## src/rtl/note_player_pkg.sv

```systemverilog
// Shared constants for the note player: FSM encodings, tick sizing and
// 50 MHz half-period values for melody sources.
package note_player_pkg;
    localparam int DEF_DIV_W = 17;
    localparam int DEF_LEN_W = 6;

    typedef logic [1:0] state_t;
    localparam state_t ST_IDLE = 2'd0;
    localparam state_t ST_PLAY = 2'd1;
    localparam state_t ST_GAP  = 2'd2;

    // clk cycles per duration tick, never below one
    function automatic int tick_cyc(input int clk_hz, input int tick_hz);
        return (clk_hz / tick_hz < 1) ? 1 : clk_hz / tick_hz;
    endfunction

    localparam logic [DEF_DIV_W-1:0] NOTE_C4 = 17'd95556;
    localparam logic [DEF_DIV_W-1:0] NOTE_D4 = 17'd85131;
    localparam logic [DEF_DIV_W-1:0] NOTE_E4 = 17'd75843;
    localparam logic [DEF_DIV_W-1:0] NOTE_F4 = 17'd71586;
    localparam logic [DEF_DIV_W-1:0] NOTE_G4 = 17'd63776;
    localparam logic [DEF_DIV_W-1:0] NOTE_A4 = 17'd56818;
    localparam logic [DEF_DIV_W-1:0] NOTE_B4 = 17'd50619;
    localparam logic [DEF_DIV_W-1:0] NOTE_C5 = 17'd47778;
    localparam logic [DEF_DIV_W-1:0] NOTE_D5 = 17'd42566;
    localparam logic [DEF_DIV_W-1:0] NOTE_E5 = 17'd37921;
    localparam logic [DEF_DIV_W-1:0] NOTE_F5 = 17'd35793;
    localparam logic [DEF_DIV_W-1:0] NOTE_G5 = 17'd31888;
    localparam logic [DEF_DIV_W-1:0] NOTE_A5 = 17'd28409;
    localparam logic [DEF_DIV_W-1:0] NOTE_B5 = 17'd25310;
    localparam logic [DEF_DIV_W-1:0] NOTE_C6 = 17'd23889;
    localparam logic [DEF_DIV_W-1:0] NOTE_REST = 17'd0;
endpackage

```

## src/rtl/note_player_tone_div.sv

```systemverilog
// Half-period counter and toggle flop producing the square wave.
// div == 0 freezes the counter so the output stays low (rest).
module tone_div #(
    parameter int DIV_W = 17
) (
    input  logic             clk,
    input  logic             rst,
    input  logic             en,
    input  logic             clr,
    input  logic [DIV_W-1:0] div,
    output logic             wave
);
    logic [DIV_W-1:0] cnt_q, cnt_d;
    logic             wave_q, wave_d;

    always_comb begin
        cnt_d  = cnt_q;
        wave_d = wave_q;
        if (clr) begin
            cnt_d  = '0;
            wave_d = 1'b0;
        end else if (en && div != '0) begin
            if (cnt_q == div - 1'b1) begin
                cnt_d  = '0;
                wave_d = ~wave_q;
            end else begin
                cnt_d = cnt_q + 1'b1;
            end
        end
    end

    always_ff @(posedge clk or posedge rst) begin
        if (rst) begin
            cnt_q  <= '0;
            wave_q <= 1'b0;
        end else begin
            cnt_q  <= cnt_d;
            wave_q <= wave_d;
        end
    end

    assign wave = wave_q;
endmodule

```

## src/rtl/note_player.sv

```systemverilog
// Note sequencer: accepts (half-period, duration) notes, plays each as a
// square wave on bz1 for len ticks, then inserts a silent gap.
module note_player
    import note_player_pkg::*;
#(
    parameter int CLK_HZ    = 50000000,
    parameter int TICK_HZ   = 16,
    parameter int GAP_TICKS = 1,
    parameter int DIV_W     = DEF_DIV_W,
    parameter int LEN_W     = DEF_LEN_W
) (
    input  logic             clk,
    input  logic             rst,
    input  logic             note_valid,
    output logic             note_ready,
    input  logic [DIV_W-1:0] note_div,
    input  logic [LEN_W-1:0] note_len,
    output logic             bz1,
    output logic             busy
);
    localparam int TICK_CYC = tick_cyc(CLK_HZ, TICK_HZ);
    localparam int TW       = (TICK_CYC > 1) ? $clog2(TICK_CYC) : 1;
    localparam logic [TW-1:0]    TICK_LAST = TW'(TICK_CYC - 1);
    localparam logic [LEN_W-1:0] GAP_LAST  = LEN_W'((GAP_TICKS > 0) ? GAP_TICKS - 1 : 0);

    state_t           state_q, state_d;
    logic [DIV_W-1:0] div_q, div_d;
    logic [LEN_W-1:0] len_q, len_d;
    logic [TW-1:0]    tick_q, tick_d;
    logic [LEN_W-1:0] lcnt_q, lcnt_d;
    logic             tick_wrap, play_last, gap_last;

    assign tick_wrap = (tick_q == TICK_LAST);
    assign play_last = (state_q == ST_PLAY) && tick_wrap && (lcnt_q == len_q - 1'b1);
    assign gap_last  = (state_q == ST_GAP) && tick_wrap && (lcnt_q == GAP_LAST);

    always_comb begin
        state_d = state_q;
        div_d   = div_q;
        len_d   = len_q;
        tick_d  = tick_q;
        lcnt_d  = lcnt_q;
        case (state_q)
            ST_IDLE: begin
                if (note_valid) begin
                    div_d  = note_div;
                    len_d  = note_len;
                    tick_d = '0;
                    lcnt_d = '0;
                    if (note_len != '0) state_d = ST_PLAY;
                end
            end
            ST_PLAY, ST_GAP: begin
                tick_d = tick_wrap ? '0 : tick_q + 1'b1;
                if (tick_wrap) lcnt_d = lcnt_q + 1'b1;
                // both phases share the tick/len counters, so clear on exit
                if (play_last) begin
                    tick_d  = '0;
                    lcnt_d  = '0;
                    state_d = (GAP_TICKS > 0) ? ST_GAP : ST_IDLE;
                end else if (gap_last) begin
                    tick_d  = '0;
                    lcnt_d  = '0;
                    state_d = ST_IDLE;
                end
            end
            default: state_d = ST_IDLE;
        endcase
    end

    always_ff @(posedge clk or posedge rst) begin
        if (rst) begin
            state_q <= ST_IDLE;
            div_q   <= '0;
            len_q   <= '0;
            tick_q  <= '0;
            lcnt_q  <= '0;
        end else begin
            state_q <= state_d;
            div_q   <= div_d;
            len_q   <= len_d;
            tick_q  <= tick_d;
            lcnt_q  <= lcnt_d;
        end
    end

    // tone is held cleared outside PLAY and forced low after the last PLAY cycle
    tone_div #(.DIV_W(DIV_W)) u_tone (
        .clk  (clk),
        .rst  (rst),
        .en   (state_q == ST_PLAY),
        .clr  ((state_q != ST_PLAY) || play_last),
        .div  (div_q),
        .wave (bz1)
    );

    assign busy       = (state_q != ST_IDLE);
    assign note_ready = (state_q == ST_IDLE);
endmodule

```

## config.mk

```make
export PLATFORM = sky130hd
export DESIGN_NAME = note_player
export DESIGN_NICKNAME = d
export VERILOG_FILES = /design/src/rtl/note_player_pkg.sv /design/src/rtl/note_player_tone_div.sv /design/src/rtl/note_player.sv
export SDC_FILE = /design/constraint.sdc
export NUM_CORES = 1
export LEC_CHECK = 0
export BUFFER_PORTS_ARGS = -buffer_cell sky130_fd_sc_hd__buf_2
export CAP_MARGIN = 20
export CORE_MARGIN = 2
export CORE_UTILIZATION = 52
export CTS_CLUSTER_DIAMETER = 80
export DETAILED_ROUTE_END_ITERATION = 6
export HOLD_SLACK_MARGIN = 0.06
export PLACE_DENSITY = 0.67
export SYNTH_ARGS = -nofsm -noshare
export SYNTH_HDL_FRONTEND = slang
export SYNTH_SLANG_ARGS = --single-unit
```

## constraint.sdc

```tcl
create_clock -name clk -period 3.6 [get_ports clk]
set_input_delay 0.72 -clock clk [delete_from_list [all_inputs] [get_ports clk]]
set_output_delay 0.72 -clock clk [all_outputs]
set_load 0.02 [all_outputs]
```

Word level (Yosys, flattened, before mapping)

Cells that the tools add are included.

Register bits after elaboration: 71
Input bits: 26
Logic and storage cells: 64

Add/subtract/negate cells: 5
Equality and inequality tests: 10
Multiplexer cells: 21
Bitwise gates (word level): 1
Reduce and logical (&&, ||, !) cells: 20

Operator list:

| operator                | count |
|---|---|
| $mux W22                | 4 |
| $mux W17                | 3 |
| $pmux W22 S2            | 1 |
| $mux W6                 | 4 |
| $add A22 B1 Y22 const B | 1 |
| $eq A22 B22 Y1 const B  | 1 |
| $add A17 B1 Y17 const B | 1 |
| $eq A17 B17 Y1          | 1 |
| $reduce_bool A17 Y1     | 1 |
| $sub A17 B1 Y17 const B | 1 |
| $pmux W6 S2             | 1 |
| $mux W2                 | 4 |
| $reduce_bool A2 Y1      | 4 |
| $add A6 B1 Y6 const B   | 1 |
| $eq A6 B6 Y1            | 1 |
| $logic_not A6 Y1        | 1 |
| $reduce_and A2 Y1       | 3 |
| $reduce_and A3 Y1       | 2 |
| $reduce_bool A6 Y1      | 1 |
| $sub A6 B1 Y6 const B   | 1 |
| $logic_and A1 B1 Y1     | 5 |
| $ne A2 B1 Y1 const B    | 2 |
| $ne A4 B4 Y1 const B    | 1 |
| $pmux W2 S2             | 1 |
| other kinds (9)         | 11 |

Longest topological paths before layout

Gate-level depths: netlist of run 1.

Word-level depth: 6
Gate-level depth with buffers: 12

By module

A second synthesis of run 1 with hierarchy kept.

Cells, all modules: 458
Area, all modules: 4339.2 µm²

By module, submodules not included:

| module      | times used | cells an instance | area each (µm²) | sequential area each (µm²) |
|---|---|---|---|---|
| note_player | 1          | 285               | 2824.0          | 1326.3 |
| tone_div    | 1          | 173               | 1515.2          | 450.4 |

Worst setup path after synthesis of run 1

Ideal clock, no wire load.

Kind: register to register
From: register div_q[0]
To: register u_tone.cnt_q[13]
Arrival: 2.637 ns
Slack: 0.837 ns
Stages on the path, launching flop included: 12
Buffers on the path: 1
Period minus slack after synthesis: 2.763 ns
Cells stage by stage: dfrtp_1 > inv_1 > ha_1 > buf_2 > nor3b_1 > o21ai_0 > a31oi_1 > o2111a_1 > o221ai_2 > nor4_4 > nor2_2 > a221o_1

Cells in the longest elaborated chain, start to end: 5
Elaborated cells on any way between the ends: 8

RTL lines:

| what                     | line                       | source |
|---|---|---|
| start: declaration       | note_player.sv:27          | `logic [DIV_W-1:0] div_q, div_d;` |
| start signal: assignment | note_player.sv:80          | `div_q <= div_d;` |
| $sub A17 B1 Y17          | note_player_tone_div.sv:23 | `if (cnt_q == div - 1'b1) begin` |
| $eq A17 B17 Y1           | note_player_tone_div.sv:23 |  |
| $mux W17                 | note_player_tone_div.sv:23 |  |
| $mux W17                 | note_player_tone_div.sv:22 | `end else if (en && div != '0) begin` |
| $mux W17                 | note_player_tone_div.sv:19 | `if (clr) begin` |
| end signal: assignment   | note_player_tone_div.sv:37 | `cnt_q <= cnt_d;` |
| end: declaration         | note_player_tone_div.sv:13 | `logic [DIV_W-1:0] cnt_q, cnt_d;` |

Parallel ways exist; a longest one is shown, timed or not. The select of a mux whose other input is x is not followed.
A chain may end at the register's enable or synchronous reset.

Final worst setup path of run 1

From: register div_q[0]
To: register u_tone.wave_q, in the netlist u_tone.wave

Cells in the longest elaborated chain, start to end: 4
Elaborated cells on any way between the ends: 7

RTL lines:

| what                                                   | line                                                   | source |
|---|---|---|
| $sub A17 B1 Y17 or $reduce_bool A17 Y1 (tied branches) | note_player_tone_div.sv:23, note_player_tone_div.sv:22 |  |
| $eq A17 B17 Y1 or $logic_and A1 B1 Y1 (tied branches)  | note_player_tone_div.sv:23, note_player_tone_div.sv:22 |  |
| $reduce_bool A2 Y1 (no line)                           | -                                                      |  |
| $reduce_and A2 Y1 (no line) *                          | -                                                      |  |
| end signal: assignment                                 | note_player_tone_div.sv:38                             | `wave_q <= wave_d;` |
| end: declaration                                       | note_player_tone_div.sv:14                             | `logic wave_q, wave_d;` |

Every way passes the cells marked *; elsewhere a longest branch is shown, timed or not.

==> results list, run 1 <==
* Outcome: completed
* Portion of total power attributed to sequential cells: 51.3%
- Relative to the synthesized area, the layout overhead comes to 10.5%.
- Summing the areas of all and, or, nand and nor instances in the mapped netlist gives 24.4% of the synthesized area.
- Average instance area after synthesis: 9.03 um2
* 1st-pass router iterations: 4
- Sequential share of the synthesized area: 39.8%
* CTS tree: yes
- The synthesized netlist devotes 18.1% of its cell area to compound gates.
* Placed inst area: 4700 um2
- The via count of the first global-routing pass came to 3658.
* Number of synthesis warnings: 0
- Final setup viols: 0
* Max-capacitance violation count: 0
- The wire-length estimate of the detail-placed layout is 7260 um.
* Last weighted congestion value of the routability-driven placer: 0.847
* Number of antenna violations at the first check in global routing: 0
- Leak pwr: 2.31 nW
* Adder-cell share of the synthesized area: 2.80%
- The filler cells instantiated in the layout total 753.
- The hold violation total from the final report is 0.
- At the end of the flow, the number of nets in the layout was 555.
- After detailed routing, the number of remaining DRC violations is 0.
- Max-slew headroom at the worst pin: 39.3%
- After clock tree synthesis, the clock-pin slew on the worst setup and hold paths is 0.08 ns.
- Detailed routing inserted a total of 3738 vias.
* Post-detailed-route via-to-cell ratio: 5.94
- Entering global routing, the biggest net connects 40 pins.
- Setup repair after global routing left no endpoint under its margin.
- The final critical path takes up 86.7% of the cycle.
- Final Core Density: 59.7%
* Height of the chip: 96.6 um
- Depth of the worst register-to-register path: 11
- Number of enable flip-flop cells after synthesis: 0
- CP Data Arrival Time: 3.35 ns
* Final Cell Area: 4930 um2
* Setup Crit Path Kind: flip-flop to flip-flop
- Post-synthesis share of cell area spent on xor and xnor gates: 4.91%
- Across every metal layer, demand over resource in global routing totals 22.3%.
- The worst setup path is captured at a flip-flop.
- Worst Skew: 0.00892 ns
- The die covers 9340 um2.
- After synthesis, the largest family of logic cells by area is simple AND/OR/NAND/NOR gates.
- In this run the remaining antenna-violating nets after routing total 0.
* # port buffers: 28
* Hold buffers post-CTS: 0
- The internal power of the cells totals 0.00124 W.
- Most frequently used cell type in the post-synthesis netlist: sky130_fd_sc_hd__dfrtp_1
* Most instantiated flip-flop cell in the synthesis netlist: sky130_fd_sc_hd__dfrtp_1
* Switching component of the power: 0.000317 W
- Initial core utilization: 54.0%
* Routed wirelength normalized by instance count: 16.0 um
- 29 I/O pins were placed.
* Buffer count from post-CTS setup fixing: 0
- Final Non-Filler Cells: 629
- Static timing analysis puts the maximum clock frequency at 320 MHz.
- The sequential cells in the finished layout cover a total of 1780 um2.
- Of all nets on the critical path, the largest fanout is 11.
- For the pin with the worst max-slew slack, the measured transition is 0.909 ns.
- For this design the ratio of total power to cell area is 315 nW/um2.
- Count of instances resized after the clock tree is built: 0
- Of the total power, combinational logic draws 2.2%.
- Proportion of register bits with asynchronous set or reset after synthesis: 100%
- STA classifies the critical path startpoint as a flip-flop.
- Minimum clock period: 3.12 ns
- Peak ir drop on the vdd network: 0.176 mV
- Total wire length after detailed routing: 10100 um
- The synthesized netlist occupies a cell area of 4460 um2.
* Cell count after synthesis: 494
- Required time reported for the critical path endpoint: 3.83 ns
* Multi-input gate area: 2530 um2
- HP Class: input port to asynchronous set/reset pin
- Clock tree sinks: 71
- The first global-routing pass estimated 17300 um of wire.
- Number of synthesized register bits: 71
* Cell count after placement: 612
* Top area cells in the synthesized netlist: sky130_fd_sc_hd__dfrtp_1 40%, sky130_fd_sc_hd__mux2_2 6.1%, sky130_fd_sc_hd__nand2_1 5.0%, sky130_fd_sc_hd__o21ai_0 5.0%, sky130_fd_sc_hd__nand3_1 2.9%
- Final count of pins violating max slew: 0
- Share of total power consumed by net switching: 20.4%
- Buffer levels on the longest clock path: 2
- Clock insertion delay at the later pin of the skew report: 0.34 ns
- The number of antenna diodes in the final layout is 0.
- Once routing completed, OpenROAD measured the worst setup slack at 0.480 ns.
- From left edge to right edge, the die measures 96.6 um.
- For the final routed database, the setup TNS stands at 0 ns.
- The clock tree synthesis step divided the H-tree into 3 levels.
- The number of different library cells used by synthesis comes to 59.
- Ratio of cells with drive above 1 in the final layout: 18.5%
* Share of the synthesized area in the top cell type: 39.8%
* Power share of the clock group: 46.5%
- sky130_fd_sc_hd__dfrtp_1 takes more of the synthesized area than any other cell.
- Synthesized Nets: 530
- Number of buffers created by CTS: 9
* Total congestion overflow: 0
- The first routing iteration left 122 violations.
- Worst slack, placed: 0.507 ns
* Floorplan core area: 8260 um2
- CTS placed an instance of sky130_fd_sc_hd__clkbuf_8 at the clock tree root.
- Mux share of post-synthesis cell area: 6.51%
* Post-synth top cells: 71 x sky130_fd_sc_hd__dfrtp_1, 60 x sky130_fd_sc_hd__nand2_1, 45 x sky130_fd_sc_hd__o21ai_0
- The floorplan has 33 rows.
-- kinds of logic (layout without fill, tap and decap cells) --
group	count (synthesis)	count (layout)
buf+inv	38	68
compound gates	120	120
mux	26	26
flops	71	71
fa+ha+maj	10	10
simple gates	204	204
xor+xnor	25	25
-- path summary, 6_finish.rpt --
path,startpoint,endpoint,slack (ns)
max in group asynchronous,rst,div_q[14],2.42
worst min-delay path,rst,u_tone.cnt_q[3],0.50
worst max register to register,div_q[0],u_tone.wave,0.48
worst min register to register,tick_q[21],tick_q[21],0.50
worst max-delay path,div_q[0],u_tone.wave,0.48
min in group clk,tick_q[21],tick_q[21],0.50
-- sequential cells by signal, summed over array words and instances, names as in the netlist --
signal	flops
div_q	17
lcnt_q	6
len_q	6
state_q	2
tick_q	22
u_tone.cnt_q	17
u_tone.wave	1
-- cell usage in the layout (no fill, tap or decap), drive strengths merged, types with 4 or more instances in the layout --
master | Yosys | layout
ha | 10 | 10
a21o | 13 | 13
nor2 | 21 | 21
nand4 | 9 | 9
inv | 17 | 17
a211oi | 14 | 14
nand2b | 16 | 16
a21oi | 15 | 15
mux2 | 24 | 24
clkbuf | 14 | 13
buf | 7 | 35
nand3b | 4 | 4
xor2 | 12 | 12
nor2b | 4 | 4
nor4 | 9 | 9
dfrtp | 71 | 71
or2 | 6 | 6
xnor2 | 13 | 13
nand2 | 61 | 61
o21ai | 45 | 45
o31ai | 5 | 5
nand3 | 26 | 26
and3 | 17 | 17
or3 | 6 | 6
nor3 | 16 | 16
-- worst max-delay path: stages (launching register included) --
cell and delay (ns):
sky130_fd_sc_hd__dfrtp_1 0.45, sky130_fd_sc_hd__inv_1 0.11, sky130_fd_sc_hd__ha_1 0.34, sky130_fd_sc_hd__nor3b_1 0.46, sky130_fd_sc_hd__o21ai_0 0.16, sky130_fd_sc_hd__a31oi_1 0.16
sky130_fd_sc_hd__o2111a_1 0.22, sky130_fd_sc_hd__o221ai_2 0.13, sky130_fd_sc_hd__nor4_4 0.44, sky130_fd_sc_hd__buf_4 0.26, sky130_fd_sc_hd__a21oi_1 0.08, sky130_fd_sc_hd__a31o_1 0.18
-- power groups by stage --
stage / sequential (W) / clock (W) / combinational, W
global route: 0.000797 / 0.000770 / 0.0000398
floorplan: 0.000813 / 0 / 0.0000129
CTS: 0.000797 / 0.000742 / 0.0000361
detailed placement: 0.000813 / 0 / 0.0000360
global placement: 0.000813 / 0 / 0.0000357
finish: 0.000797 / 0.000723 / 0.0000343
-- through the flow --
stage                     power, W  hold slack (ns)
after global placement    0.000848            0.479
after floorplan           0.000826            0.443
after global routing       0.00161            0.541
after detailed placement  0.000849            0.493
final                      0.00155            0.499
after CTS                  0.00157            0.503
-- routing by layer --
metal	GRT usage, %	share of wire, %	wire length [um]	up-vias
li1	-	-	-	1850
met1	29.1	46	4650	1803
met2	37.0	49	4890	66
met3	4.41	2.9	290	19
met4	8.13	2.3	227	0
met5	0	0	0	-
-- final cells by class --
cell class | count | share of cell area [%]
Inverter | 17 | 1.29
Tap cell | 105 | 2.66
Clock buffer | 13 | 3.22
Timing Repair Buffer | 35 | 4.16
Sequential cell | 71 | 36.0
Clock inverter | 3 | 1.32
Multi-Input combinational cell | 385 | 51.3
Note: power is estimated with default switching activity, not from simulation.
==> inputs of run 2 (changes only) <==
--- a/config.mk
+++ b/config.mk
@@ -8,11 +8,11 @@
 export BUFFER_PORTS_ARGS = -buffer_cell sky130_fd_sc_hd__buf_2
 export CAP_MARGIN = 20
 export CORE_MARGIN = 2
-export CORE_UTILIZATION = 52
+export CORE_UTILIZATION = 50
 export CTS_CLUSTER_DIAMETER = 80
 export DETAILED_ROUTE_END_ITERATION = 6
 export HOLD_SLACK_MARGIN = 0.06
-export PLACE_DENSITY = 0.67
+export PLACE_DENSITY = 0.65
 export SYNTH_ARGS = -nofsm -noshare
 export SYNTH_HDL_FRONTEND = slang
 export SYNTH_SLANG_ARGS = --single-unit
==> results list, run 2 (synthesis results as in run 1) <==
- In this run, post-CTS repair resized a total of 0 instances.
- Initial core utilization: 51.4%
- STA classifies the critical path startpoint as a flip-flop.
* Switching component of the power: 0.000314 W
- Fill cells in the final layout number 787.
- Summed over all layers, the global routing overflow is 0.
- In the final layout, the share of cells above drive strength 1 is 18.7%.
- # port buffers: 28
* Area of the die: 9700 um2
- For this block, the via count after detailed routing is 3720.
- Fmax: 314 MHz
- Registers are responsible for 51.4% of the overall power.
* Transition at the pin with the smallest max-transition slack: 0.908 ns
- The tree built by TritonCTS fans out to 71 sinks.
* Peak ir drop on the vdd network: 0.206 mV
- Most common cell after layout, fill and taps aside: sky130_fd_sc_hd__dfrtp_1
* Required time reported for the critical path endpoint: 3.83 ns
- Share of total power consumed by net switching: 20.2%
* Number of antenna violations at the first check in global routing: 0
* Detailed placement HPWL: 7090 um
* Number of hold-slack violations in the final timing report: 0
- Cell internal power was estimated by the tool at 0.00124 W.
* Total negative setup slack: 0 ns
- Via count of the first global-routing pass: 3678
- CP Data Arrival Time: 3.41 ns
- Final count of pins violating max slew: 0
* Reg2Reg Launch Point: div_q[0]
* Total DRC errors in the routed layout: 0
* Largest register FFs: 22
- Clk Tree Root Cell: sky130_fd_sc_hd__clkbuf_8
* Area growth syn-to-layout: 10.5%
- In the final design database the tool counted 556 nets.
- Depth of the worst register-to-register path: 11
* Maximum number of pins on one net before global-route repair: 31
- Number of primary I/O pins: 29
- The critical path is of the flip-flop to flip-flop type.
* Commonest cells after routing, fill and taps aside: 71 x sky130_fd_sc_hd__dfrtp_1, 60 x sky130_fd_sc_hd__nand2_1, 45 x sky130_fd_sc_hd__o21ai_0
- In this run the tightest slew margin relative to its limit is 39.3%.
* Minimum clock period: 3.18 ns
- Share of total power in combinational logic: 2.1%
- The endpoint identified for the worst register-to-register timing path is u_tone.cnt_q[13].
* Final Cell Area: 4930 um2
* Last weighted congestion value of the routability-driven placer: 0.827
* First-pass GRT wire length: 17200 um
* Category of the worst setup path capture point: flip-flop
* Htree depth: 3
- Once the clock tree was built, the setup fixing pass inserted 0 buffers.
* Registers with the most flip-flops: tick_q: 22 flops, div_q: 17 flops, u_tone.cnt_q: 17 flops
* Aggregate global-route resource usage: 21.7%
- Portion of the clock cycle consumed by the worst path in the final layout: 88.3%
- DR iter-0 viols: 124
* Routed wirelength normalized by instance count: 15.3 um
- The repair_antennas step left the layout with diodes totalling 0.
- Total wire length after detailed routing: 9660 um
- Number of buffers created by CTS: 9
- On the final layout, the worst clock skew is 0.00961 ns.
* Standard-cell row count: 34
* Max-capacitance violation count: 0
- Outcome: completed
- Of all nets on the critical path, the largest fanout is 10.
- The longest clock path from root to sink contains 2 buffers.
* Post-detailed-route via-to-cell ratio: 5.88
- X dimension of the die: 98.5 um
- Post-route antenna net violation count: 0
* Hold buffers post-CTS: 0
- Summed over all cells, the static leakage comes to 2.31 nW.
* Total power density per cell area: 314 nW/um2
* Placed inst area: 4700 um2
- More flip-flops sit in one register than any other, and that register is tick_q.
* Height of the chip: 98.5 um
- RSZ-0062 raised after global routing: no
- For flop-to-flop paths, the worst setup slack is 0.42 ns.
- Final setup viols: 0
- HP Class: input port to asynchronous set/reset pin
* Floorplan core area: 8680 um2
- Clock-pin slew was measured on the worst setup and hold paths at 0.08 ns.
- TritonCTS built the clock tree.
* Total power of the final layout: 0.00155 W
- The first TritonRoute pass finished after 4 iterations.
- Power share of the clock group: 46.5%
- The later pin in the worst-skew pair is clocked with a latency of 0.34 ns.
-- run 2: cell types whose count changed in the layout (fill, tap and decap cells not counted), sizes merged --
cell | previous run | this run
buf | 35 | 36
-- run 2: metrics by stage --
step                      std cells  hold slack (ns)  setup WS [ns]  utilization (%)
final                           633            0.444          0.419             56.8
after global routing            633            0.512         0.0372             56.8
after CTS                       632            0.454          0.489             56.7
after detailed placement        616            0.501          0.518             54.2
after global placement          616            0.489          0.634             54.2
after floorplan                 494            0.443          0.837                -
-- run 2: area by class of cell --
| cell class | count | area [um2] | area share (%) |
|---|---|---|---|
| timing repair buffer | 36 | 200 | 4.06 |
| multi-input combinational | 385 | 2530 | 51.3 |
| tap | 108 | 135 | 2.74 |
| clock buffer | 13 | 159 | 3.22 |
| sequential | 71 | 1780 | 36.0 |
| inverter | 17 | 63.8 | 1.29 |
| clock inverter | 3 | 65.1 | 1.32 |
-- run 2: how the worst max path moves through the flow --
| stage | start | end | depth (start not counted) |
|---|---|---|---|
| 6_report | div_q[0] | u_tone.cnt_q[13] | 11 |
| 5_1_grt | div_q[0] | u_tone.cnt_q[13] | 11 |
| 4_1_cts | div_q[0] | u_tone.cnt_q[13] | 11 |
| 3_5_place_dp | div_q[0] | u_tone.cnt_q[13] | 11 |
| 3_3_place_gp | div_q[0] | u_tone.cnt_q[13] | 11 |
| 2_1_floorplan | div_q[0] | u_tone.cnt_q[13] | 11 |
-- run 2: power groups by stage --
stage	registers, W	logic [W]	clock network [W]
6_report	0.000797	0.0000324	0.000721
5_1_grt	0.000797	0.0000385	0.000772
4_1_cts	0.000797	0.0000342	0.000740
3_5_place_dp	0.000813	0.0000343	0
3_3_place_gp	0.000813	0.0000337	0
2_1_floorplan	0.000813	0.0000129	0
-- run 2: worst max-delay path, stage by stage, from the launching register on --
cell and delay [ns]:
sky130_fd_sc_hd__dfrtp_1 0.45, sky130_fd_sc_hd__inv_1 0.11, sky130_fd_sc_hd__ha_1 0.35, sky130_fd_sc_hd__nor3b_1 0.47
sky130_fd_sc_hd__o21ai_0 0.19, sky130_fd_sc_hd__a31oi_1 0.18, sky130_fd_sc_hd__o2111a_1 0.22, sky130_fd_sc_hd__o221ai_2 0.14
sky130_fd_sc_hd__nor4_4 0.32, sky130_fd_sc_hd__buf_4 0.21, sky130_fd_sc_hd__nor2_2 0.08, sky130_fd_sc_hd__a221o_1 0.34
-- run 2: metal layers --
metal | wire length [um] | vias to the layer above | GRT usage, %
met1 | 4550 | 1818 | 28.2
met4 | 165 | 0 | 7.59
met2 | 4710 | 45 | 36.4
met5 | 0 | - | 0
met3 | 242 | 14 | 4.11
li1 | - | 1843 | -
